<file path="config.mk">
export PLATFORM = sky130hd
export DESIGN_NAME = decoder_gate_scheduler
export DESIGN_NICKNAME = d
export VERILOG_FILES = /design/src/rtl/decoder_gate_scheduler.sv
export SDC_FILE = /design/constraint.sdc
export NUM_CORES = 1
export LEC_CHECK = 0
export BUFFER_PORTS_ARGS = -buffer_cell sky130_fd_sc_hd__buf_2
export CORE_MARGIN = 1.5
export CORE_UTILIZATION = 54
export DETAILED_ROUTE_END_ITERATION = 16
export PLACE_DENSITY = 0.91
export SYNTH_ARGS = -nofsm -noshare
export SYNTH_HDL_FRONTEND = slang
export SYNTH_SLANG_ARGS = --single-unit
</file>
<file path="constraint.sdc">
create_clock -name clk -period 3.4 [get_ports clk]
set_input_delay 0.51 -clock clk [delete_from_list [all_inputs] [get_ports clk]]
set_output_delay 0.51 -clock clk [all_outputs]
set_load 0.1 [all_outputs]
</file>
<file path="src/rtl/decoder_gate_scheduler.sv">
// decoder_gate_scheduler: round-robin arbiter sharing one decoder-based NAND/NOR evaluator among 4 requesters.
// Optional DECSCHED_STATS_EN adds an 8-bit txn_count of issued responses.
module decoder_gate_scheduler #(
    parameter int EVAL_CYCLES = 1
) (
    input  logic       clk,
    input  logic       rst,
    input  logic [3:0] req,
    input  logic [3:0] req_a,
    input  logic [3:0] req_b,
    input  logic [3:0] req_op,
    output logic [3:0] gnt,
    output logic [3:0] rsp_valid,
    output logic       rsp_data,
    output logic       busy
`ifdef DECSCHED_STATS_EN
    ,
    output logic [7:0] txn_count
`endif
);
    localparam int         EVC     = EVAL_CYCLES < 1 ? 1 : (EVAL_CYCLES > 15 ? 15 : EVAL_CYCLES);
    localparam logic [3:0] EV_LOAD = 4'(EVC - 1);

    typedef enum logic [1:0] {IDLE, GRANT, EVAL, RESP} state_t;

    state_t     state_q, state_d;
    logic [1:0] last_q, last_d;
    logic [1:0] idx_q, idx_d;
    logic [3:0] cnt_q, cnt_d;
    logic       a_q, a_d, b_q, b_d, op_q, op_d, data_q, data_d;
    logic [1:0] win, probe;
    logic       hit;
    logic [3:0] y;
    logic       result;

    function automatic logic [3:0] dec2(input logic [1:0] s);
        return 4'b0001 << s;
    endfunction

    // Search starts just after the last winner, so the previous winner ranks lowest.
    always_comb begin
        win   = last_q;
        hit   = 1'b0;
        probe = 2'd0;
        for (int k = 1; k <= 4; k++) begin
            probe = last_q + 2'(k);
            if (!hit && req[probe]) begin
                win = probe;
                hit = 1'b1;
            end
        end
    end

    assign y      = dec2({a_q, b_q});
    assign result = op_q ? y[0] : ~y[3];

    always_comb begin
        state_d = state_q;
        last_d  = last_q;
        idx_d   = idx_q;
        cnt_d   = cnt_q;
        a_d     = a_q;
        b_d     = b_q;
        op_d    = op_q;
        data_d  = data_q;
        case (state_q)
            IDLE: if (hit) begin
                idx_d   = win;
                a_d     = req_a[win];
                b_d     = req_b[win];
                op_d    = req_op[win];
                state_d = GRANT;
            end
            GRANT: begin
                cnt_d   = EV_LOAD;
                state_d = EVAL;
            end
            EVAL: if (cnt_q == 4'd0) begin
                data_d  = result;
                state_d = RESP;
            end else begin
                cnt_d = cnt_q - 4'd1;
            end
            RESP: begin
                last_d  = idx_q;
                state_d = IDLE;
            end
            default: state_d = IDLE;
        endcase
    end

    always_ff @(posedge clk or posedge rst) begin
        if (rst) begin
            state_q <= IDLE;
            last_q  <= 2'd3;
            idx_q   <= 2'd0;
            cnt_q   <= 4'd0;
            a_q     <= 1'b0;
            b_q     <= 1'b0;
            op_q    <= 1'b0;
            data_q  <= 1'b0;
        end else begin
            state_q <= state_d;
            last_q  <= last_d;
            idx_q   <= idx_d;
            cnt_q   <= cnt_d;
            a_q     <= a_d;
            b_q     <= b_d;
            op_q    <= op_d;
            data_q  <= data_d;
        end
    end

    assign gnt       = state_q == GRANT ? dec2(idx_q) : 4'b0000;
    assign rsp_valid = state_q == RESP ? dec2(idx_q) : 4'b0000;
    assign rsp_data  = data_q;
    assign busy      = state_q != IDLE;

`ifdef DECSCHED_STATS_EN
    logic [7:0] txn_q, txn_d;

    always_comb txn_d = state_q == RESP ? txn_q + 8'd1 : txn_q;

    always_ff @(posedge clk or posedge rst) begin
        if (rst) txn_q <= 8'd0;
        else txn_q <= txn_d;
    end

    assign txn_count = txn_q;
`endif
endmodule
</file>
# Word-level counts from Yosys, hierarchy flattened
# Cells that the tools add are included.
word_totals:
  register_bits: 14
  latchBits: 0
  input_bits: 18
  mem_count: 0
  ramBits: 0
  elab_cells: 70
  output_inout_bits: 10
  mem_bits_ro: 0
op_classes:
  n_eq_ne: 6
  multipliers: 0
  mux: 30
  shifts: 2
  div_mod_pow: 0
  order_cmp: 5
  bitwise_logic: 1
  n_reduce_logical: 14
  add_sub_neg: 4
ops:
  columns: ["cell", "n"]
  rows:
  - ["$lt 2x3->1 const B", 5]
  - ["$bmux 1 s2", 7]
  - ["$mux 1", 12]
  - ["$mux 2", 6]
  - ["$mux 4", 3]
  - ["$pmux 2 s4", 1]
  - ["$pmux 4 s2", 1]
  - ["$reduce_and 2->1", 4]
  - ["$shl 1x2->4 const A", 2]
  - ["$ne 2x2->1 const B", 3]
  - ["$add 2x2->2 const B", 2]
  - ["$eq 2x2->1 const B", 2]
  - ["$logic_not 4->1", 1]
  - ["$reduce_bool 2->1", 2]
  - ["$sub 4x1->4 const B", 1]
  - ["$logic_and 1x1->1", 3]
  - ["$logic_not 1->1", 3]
  - ["$add 2x1->2 const B", 1]
  - ["$eq 2x1->1 const B", 1]
  - ["$logic_not 2->1", 1]
  - ["$not 1->1", 1]

# Logic depth before layout (Yosys ltp)
# Gate-level depths: netlist (run 1).
depth:
  depth_word: 15
  mapped_depth: 7
  depth_no_buf: 7

# Worst setup path after synthesis (run 1)
# No wires, ideal clock.
synth_timing:
  path_type: "register to output"
  startpoint: "register state_q[1]"
  endpoint: "output port gnt[0]"
  arrival_ns: 2.941
  required_ns: 2.890
  stages_incl_launch_ff: 4
  setup_slack_ns: -0.051
  path_buffers: 0
  path_cell_list: "dfrtp_1 > inv_1 > ha_1 > nor3b_1"
synth_between:
  elab_chain_cells: 2
synth_lines:
  columns: ["element", "line", "rtl"]
  rows:
  - ["start, declared", "26", "state_t state_q, state_d;"]
  - ["start signal, assigned", "103", "state_q <= state_d;"]
  - ["$eq 2x1->1", "114", "assign gnt = state_q == GRANT ? dec2(idx_q) : 4'b0000;"]
  - ["$mux 4", "114", null]
  - ["end, declared", "12", "output logic [3:0] gnt,"]
# No other way between the ends.

# Worst setup path in the final report (run 1)
# Ends and elaborated chain as after synthesis.

==> results.cfg, run 1 <==
[clock_network]
post_cts_resized = 0
cts_setup_buffers = 0
cts_tree = done
clk_pin_slew_ns = 0.09
cts_buffers = 3
clk_latency_ns = 0.29
cts_sinks = 14
cts_hold_buf = 0
clockBufferDepth = 2
htree_levels = 1
cts_root_buf = clkbuf_4

[floorplanning]
die_x_um = 45.8
dieArea_um2 = 2100
rows = 15
die_h_um = 45.8
coreArea_um2 = 1730
boundaryPins = 28
start_util_pct = 57.4

[grt]
grt_overflow = 0
grt_pass1_wl_um = 3190
grt_max_degree = 15
grt_use_total_pct = 21.2
antenna_found_initial = 0
grt_pass1_vias = 786

[synth]
synthFlopType = dfrtp_1
syn_inst = 111
yosysMostFrequentCell = nand2_1
netlist_area_um2 = 991
ys_ff_latch = 14
ys_top_cells_by_area = dfrtp_1, ha_1, nand2_1
synth.avg_cell_area_um2 = 8.93
async_reset_ff_share_pct = 100
synth_top_area_share_pct = 30.3
yosysUniqueCellTypes = 38
ys_seq_area_share_pct = 35.6
synth-edff-count = 0
yosys-top-cells-count = nand2_1, dfrtp_1, inv_1, o21ai_0, nor2_1
syn_nets = 135
yosys_warnings = 0
synth_top_area_cell = dfrtp_1

[sta]
period_needed_ns = 2.23
worst_slack_ns = 1.17
finalHoldViolations = 0
hold_ws_ns = 0.239
drv_slew = 0
setup_tns_ns = 0
slew_headroom_pct = 64.7
setup_viol = 0
post-route-period-util_pct = 65.7
worst_slew_pin_slew_ns = 0.529
fmax_ghz = 0.448
skew_ns = 0.00305
rsz0062_at_grt = false

[final_layout]
multi_input_area_um2 = 589
layout-drive-gt1-share_pct = 33.3
final_design_area_no_fill_um2 = 1170
diodes = 0
area_delta_synth_final_pct = 18.6
seqCellArea_um2 = 353
nNetsFinal = 163
nFillCells = 137

[drt]
vias_per_cell = 5.33
detail-route-antenna-nets = 0
via_count = 869
drc = 0
drt-pass1-iter-count = 4
dr.first_iter.drc_count = 17
drt-total-wl_um = 1930
wl_per_cell_um = 11.9

[setup_path]
rrSetupSlack_ns = 1.38
r2r-end = b_q$_DFFE_PP0P_
worst_path_max_delay_cell = buf_2
cp-startpoint = state_q[1]$_DFFE_PP0P_
crit_path_cell_trace = inv_1 > ha_1 > nor3b_2 > buf_2
max_stage_delay_ns = 0.44
r2r-start = last_q[1]$_DFFE_PP1P_
criticalPathCategory = flop to output pin
end_kind = output pin
worstPathMaxFanout = 8
arrival_ns = 1.72
cp.required_ns = 2.89
worstSetupStartpointType = flop
cp-endpoint = gnt[0]
r2r_cells = 5

[place]
place_hpwl_um = 1520
port-buffer-count = 27
place.gp.congestion = 0.808
place_area_um2 = 1140
place_ws_ns = 1.40

[pwr]
powerDensity_nw_per_um2 = 940
irDropWorstVdd_mv = 0.694
power_mw = 1.10
p_sw_uw = 610
p_sw_share_pct = 55.2
comb_power_share_pct = 60.2
power.leakage_nw = 0.575
power_frac_seq_pct = 28.5
clockPowerShare_pct = 11.3
p_int_uw = 495

[flow_run]
drv_cap = 0

[hold_path]
hold_path_class = input port to async pin

[status]
status = complete, no violations
## routing by layer
| metal | part of all wire [%] | vias up | GRT usage, % |
|---|---|---|---|
| met1 | 46 | 399 | 26.8 |
| met4 | 1.7 | 0 | 11.4 |
| met2 | 48 | 27 | 34.4 |
| met3 | 4.2 | 3 | 3.17 |
| met5 | 0 | - | 0 |
| li1 | - | 440 | - |
## logic make-up after synthesis
family                     count (synthesis)  share of synthesized area, %
and+or+nand+nor                           47                          26.5
AOI/OAI and AO/OA                         23                          15.2
DFF                                       14                          35.6
buffers and inverters                     12                          5.43
muxes                                      7                          7.83
adders and majority gates                  7                          8.59
xor gates and xnor gates                   1                         0.884
## worst min-delay path by stage
stage                                     from                   end  slack [ns]
after floorplan                            rst       a_q$_DFFE_PP0P_        0.40
after global placement    rsp_data$_DFFE_PP0P_  rsp_data$_DFFE_PP0P_        0.46
after detailed placement  rsp_data$_DFFE_PP0P_  rsp_data$_DFFE_PP0P_        0.47
after CTS                                  rst  cnt_q[3]$_DFFE_PP0P_        0.26
after global routing                       rst  idx_q[1]$_DFFE_PP0P_        0.30
final                                      rst  cnt_q[3]$_DFFE_PP0P_        0.24
## power groups by stage
stage | sequential (mW) | clock, mW | combinational, mW
after floorplan | 0.313 | 0 | 0.574
after global placement | 0.311 | 0 | 0.652
after detailed placement | 0.316 | 0 | 0.666
after CTS | 0.313 | 0.126 | 0.666
after global routing | 0.323 | 0.134 | 0.719
final | 0.315 | 0.125 | 0.665
## stage by stage
step	instances	utilization, %
3_5_place_dp	159	65.9
3_3_place_gp	159	65.9
4_1_cts	163	68.0
6_report	163	68.0
5_1_grt	163	68.0
2_1_floorplan	111	-
## critical path, delay by kind of cell, from the launching register on
kind,cells,cell delay [ns]
simple gates,1,0.19
fa+ha+maj,1,0.29
buf+inv,2,0.54
flops,1,0.41
## cell type report
cell class | count | share of cell area, %
clock buffer | 4 | 3.09
inverter | 8 | 2.56
multi-input combinational | 85 | 50.2
sequential | 14 | 30.0
tap | 25 | 2.66
timing repair buffer | 27 | 11.5
## state kept, by name, indices dropped and copies added, names as in the netlist
| name | count |
|---|---|
| b_q | 1 |
| cnt_q | 4 |
| rsp_data | 1 |
| last_q | 2 |
| state_q | 2 |
| a_q | 1 |
| op_q | 1 |
| idx_q | 2 |
## cell usage in the layout (no fill, tap or decap), types with 3 or more instances in the layout
cell type and n:
a21oi_1 5, buf_2 27, clkbuf_4 3, dfrtp_1 12, ha_1 6, inv_1 8
mux2i_1 4, nand2_1 16, nand2b_1 3, nor2_1 7, o21ai_0 8
No activity file was read; power rests on OpenSTA's default activity.
==> run 2: changes to the inputs <==
--- a/config.mk
+++ b/config.mk
@@ -7,9 +7,9 @@
 export LEC_CHECK = 0
 export BUFFER_PORTS_ARGS = -buffer_cell sky130_fd_sc_hd__buf_2
 export CORE_MARGIN = 1.5
-export CORE_UTILIZATION = 54
+export CORE_UTILIZATION = 51
 export DETAILED_ROUTE_END_ITERATION = 16
-export PLACE_DENSITY = 0.91
+export PLACE_DENSITY = 0.87
 export SYNTH_ARGS = -nofsm -noshare
 export SYNTH_HDL_FRONTEND = slang
 export SYNTH_SLANG_ARGS = --single-unit
==> constraint.sdc (replaced) <==
create_clock -name clk -period 2.2 [get_ports clk]
set_input_delay 0.33 -clock clk [delete_from_list [all_inputs] [get_ports clk]]
set_output_delay 0.33 -clock clk [all_outputs]
set_load 0.1 [all_outputs]
==> run 2 against run 1 <==
Compared with the run above:
- die area up 5.5%
- clock power is 51% higher
- cell count up 0.61%
- first-iteration DRC count down 5.9%
- non-clock buffer count is 1 higher
- total power grew 57%
- hold slack got worse by 0.17 ns
- cell area increased by 1.7%
- sequential power increased by 57%
- critical path type unchanged
- critical endpoint unchanged
- utilization is 1.0 points lower
==> results.cfg, run 2 (synthesis gave the netlist of run 1 again) <==
[status]
status = complete, no violations

[final_layout]
nNetsFinal = 164
area_delta_synth_final_pct = 20.6
seqCellArea_um2 = 353
layout-drive-gt1-share_pct = 36.7
final_common_cell = buf_2
largest_register_ffs = 4
diodes = 0
top_register = cnt_q
mostFrequentLayoutCells = buf_2, nand2_1, dfrtp_1
fin_util_pct = 67.0
nFillCells = 152
multi_input_area_um2 = 602

[sta]
hold_ws_ns = 0.0712
period_needed_ns = 2.11
setup_tns_ns = 0
post-route-period-util_pct = 95.8
fmax_ghz = 0.474
drv_slew = 0
worst_slack_ns = 0.0924
setup_viol = 0
skew_ns = 0.000804
rsz0062_at_grt = false
finalHoldViolations = 0
worst_slew_pin_slew_ns = 0.538
slew_headroom_pct = 64.1

[pwr]
power_frac_seq_pct = 28.3
p_sw_uw = 957
comb_power_share_pct = 60.8
power_mw = 1.74
p_int_uw = 781
clockPowerShare_pct = 10.9
power.leakage_nw = 0.581
powerDensity_nw_per_um2 = 1450
irDropWorstVdd_mv = 0.901
p_sw_share_pct = 55.1

[drt]
detail-route-antenna-nets = 0
wl_per_cell_um = 12.3
vias_per_cell = 5.18
via_count = 850
drt-pass1-iter-count = 4
drc = 0
drt-total-wl_um = 2010
dr.first_iter.drc_count = 16

[floorplanning]
dieArea_um2 = 2220
start_util_pct = 55.6
die_h_um = 47.1
coreArea_um2 = 1780
boundaryPins = 28
rows = 15
die_x_um = 47.1

[setup_path]
worstSetupStartpointType = flop
worstPathMaxFanout = 8
arrival_ns = 1.78
end_kind = output pin
cp.required_ns = 1.87
criticalPathCategory = flop to output pin

[place]
place.gp.congestion = 0.783
place_hpwl_um = 1640
port-buffer-count = 27
place_ws_ns = 0.295

[clock_network]
clk_latency_ns = 0.28
htree_levels = 1
clockBufferDepth = 2
cts_hold_buf = 0
cts_sinks = 14
cts_buffers = 3
cts_setup_buffers = 0
cts_tree = done
clk_pin_slew_ns = 0.09
cts_root_buf = clkbuf_4
post_cts_resized = 0

[hold_path]
hold_path_class = input port to async pin

[grt]
grt_pass1_vias = 828
grt_use_total_pct = 21.4
antenna_found_initial = 0
grt_overflow = 0
grt_pass1_wl_um = 3370
grt_max_degree = 15

[flow_run]
drv_cap = 0
[run 2: changes by cell type in the layout (fill, tap and decap cells not counted), sizes merged]
cell	delta
buf	+1
[run 2: final cells by class]
cell class / count / share of cell area [%]
Multi-Input combinational cell: 85 / 50.4
Tap cell: 25 / 2.62
Clock buffer: 4 / 3.04
Inverter: 8 / 2.51
Timing Repair Buffer: 28 / 11.9
Sequential cell: 14 / 29.5
[run 2: path summary, 6_finish.rpt]
kind	start	end	slack [ns]	cells past startpoint
min in group clk	req_a[3]	a_q$_DFFE_PP0P_	0.38	3
min reg2reg	rsp_data$_DFFE_PP0P_	rsp_data$_DFFE_PP0P_	0.48	2
min	rst	b_q$_DFFE_PP0P_	0.07	2
max reg2reg	last_q[1]$_DFFE_PP1P_	b_q$_DFFE_PP0P_	0.29	5
max in group asynchronous	rst	last_q[0]$_DFFE_PP1P_	1.76	2
max	state_q[1]$_DFFE_PP0P_	gnt[0]	0.09	4
[run 2: worst max-delay path: stages, from the launching register on]
cell and delay, ns:
dfrtp_1 0.42, inv_1 0.11, ha_1 0.30, nor3b_2 0.22
buf_2 0.45
[run 2: per-stage QoR]
step	instances	instance area, µm²
2_1_floorplan	111	1010
3_3_place_gp	160	1160
3_5_place_dp	160	1160
4_1_cts	164	1190
5_1_grt	164	1190
6_report	164	1190
[run 2: layer usage]
layer  GRT usage (%)  up-vias  part of all wire (%)
met3            3.85        2                   3.2
met5               0        -                     0
met1            26.6      390                    46
met2            37.5       19                    50
li1                -      439                     -
met4            6.67        0                  0.45
[run 2: power by group through the flow]
stage / registers [mW] / logic, mW / clock network, mW
3_5_place_dp: 0.497 / 1.05 / 0
6_report: 0.493 / 1.06 / 0.189
2_1_floorplan: 0.483 / 0.902 / 0
4_1_cts: 0.490 / 1.06 / 0.190
5_1_grt: 0.507 / 1.14 / 0.204
3_3_place_gp: 0.485 / 1.03 / 0
==> run 3: changes to the inputs <==
--- a/config.mk
+++ b/config.mk
@@ -9,6 +9,7 @@
 export CORE_MARGIN = 1.5
 export CORE_UTILIZATION = 51
 export DETAILED_ROUTE_END_ITERATION = 16
+export GPL_ROUTABILITY_DRIVEN = 1
 export PLACE_DENSITY = 0.87
 export SYNTH_ARGS = -nofsm -noshare
 export SYNTH_HDL_FRONTEND = slang
==> constraint.sdc (replaced) <==
create_clock -name clk -period 2.2 [get_ports clk]
set_input_delay 0.33 -clock clk [delete_from_list [all_inputs] [get_ports clk]]
set_output_delay 0.33 -clock clk [all_outputs]
set_load 0.02 [all_outputs]
==> run 3 against run 2 <==
Compared with the run above:
- via count up 4.9%
- sequential power down 3%
- hold slack worse by 0.015 ns
- flip-flop and latch count stayed put
- combinational power down 33%
- cell area decreased by 1.5%
- largest cell class unchanged
- highest routed layer unchanged
==> results.cfg, run 3 (synthesis gave the netlist of run 1 again) <==
[final_layout]
largest_register_ffs = 4
layout-drive-gt1-share_pct = 33.1
final_common_cell = buf_2
top_register = cnt_q
mostFrequentLayoutCells = buf_2, nand2_1, dfrtp_1
diodes = 0
nNetsFinal = 164
area_delta_synth_final_pct = 18.8
final_design_area_no_fill_um2 = 1180

[clock_network]
cts_setup_buffers = 0
clockBufferDepth = 2
clk_pin_slew_ns = 0.08
cts_tree = done
cts_root_buf = clkbuf_4
cts_hold_buf = 0
cts_sinks = 14
cts_buffers = 3
clk_latency_ns = 0.29
post_cts_resized = 0
htree_levels = 1

[floorplanning]
rows = 15
coreArea_um2 = 1780
die_h_um = 47.1
boundaryPins = 28
start_util_pct = 55.6
dieArea_um2 = 2220
die_x_um = 47.1

[sta]
post-route-period-util_pct = 86.7
setup_tns_ns = 0
rsz0062_at_grt = false
slew_headroom_pct = 65.9
worst_slack_ns = 0.294
skew_ns = 0.00160
worst_slew_pin_slew_ns = 0.511
period_needed_ns = 1.91
finalHoldViolations = 0
drv_slew = 0
setup_viol = 0
fmax_ghz = 0.525

[grt]
grt_max_degree = 15
grt_pass1_wl_um = 3440
antenna_found_initial = 0
grt_pass1_vias = 884
grt_overflow = 0
grt_use_total_pct = 22.5

[drt]
drt-pass1-iter-count = 4
vias_per_cell = 5.44
drt-total-wl_um = 2060
dr.first_iter.drc_count = 9
drc = 0
wl_per_cell_um = 12.5
via_count = 892
detail-route-antenna-nets = 0

[setup_path]
criticalPathCategory = flop to flop
worstSetupStartpointType = flop
cp.required_ns = 2.38
end_kind = flop
arrival_ns = 2.08
worstPathMaxFanout = 9

[pwr]
irDropWorstVdd_mv = 0.517
powerDensity_nw_per_um2 = 1170
power_mw = 1.38
power.leakage_nw = 0.578

[place]
port-buffer-count = 27
place.gp.congestion = 0.787
place_area_um2 = 1140
place_hpwl_um = 1680
place_ws_ns = 0.295

[status]
status = complete, no violations

[flow_run]
drv_cap = 0

[hold_path]
hold_path_class = input port to async pin
-- run 3: changes by cell type in the layout (fill, tap and decap cells not counted) --
cell	previous run	this run
nor3b_1	1	3
nor3b_2	3	1
nor2_1	4	7
nor2_2	4	1
-- run 3: cell type report --
| cell class | count | area [µm²] |
|---|---|---|
| sequential | 14 | 353 |
| multi-input combinational | 85 | 584 |
| tap | 25 | 31.3 |
| inverter | 8 | 30.0 |
| fill | 140 | 606 |
| clock buffer | 4 | 36.3 |
| timing repair buffer | 28 | 143 |
-- run 3: path summary, 6_finish.rpt --
path,start,endpoint,slack [ns],cells after the start
setup / recovery,last_q[1]$_DFFE_PP1P_,b_q$_DFFE_PP0P_,0.29,5
setup reg to reg,last_q[1]$_DFFE_PP1P_,b_q$_DFFE_PP0P_,0.29,5
min in group clk,req_a[3],a_q$_DFFE_PP0P_,0.35,3
max in group asynchronous,rst,last_q[1]$_DFFE_PP1P_,1.78,2
hold reg to reg,rsp_data$_DFFE_PP0P_,rsp_data$_DFFE_PP0P_,0.49,2
hold / removal,rst,cnt_q[0]$_DFFE_PP0P_,0.06,2
-- run 3: layer usage --
metal	GRT usage [%]	part of all wire, %
met1	24.0	44
met5	0	0
met2	42.5	50
met3	3.85	4.2
met4	10.6	1.7
-- run 3: worst max-delay path, cell delays in order, from the launching register on --
cell and delay [ns]:
dfstp_2 0.61, mux2i_1 0.27, nor2_2 0.09, nor3_4 0.19, mux2_4 0.31, a221o_1 0.31
-- run 3: where the power goes --
| part | switching, mW | internal (mW) |
|---|---|---|
| combinational | 0.406 | 0.308 |
| clock | 0.0865 | 0.101 |
| sequential | 0.113 | 0.366 |
-- run 3: stage by stage --
stage          utilization, %  hold slack, ns  std cells
2_1_floorplan               -           0.218        111
3_3_place_gp             64.0           0.386        160
6_report                 66.0          0.0563        164
4_1_cts                  66.0          0.0848        164
5_1_grt                  66.0           0.111        164
3_5_place_dp             64.0           0.392        160
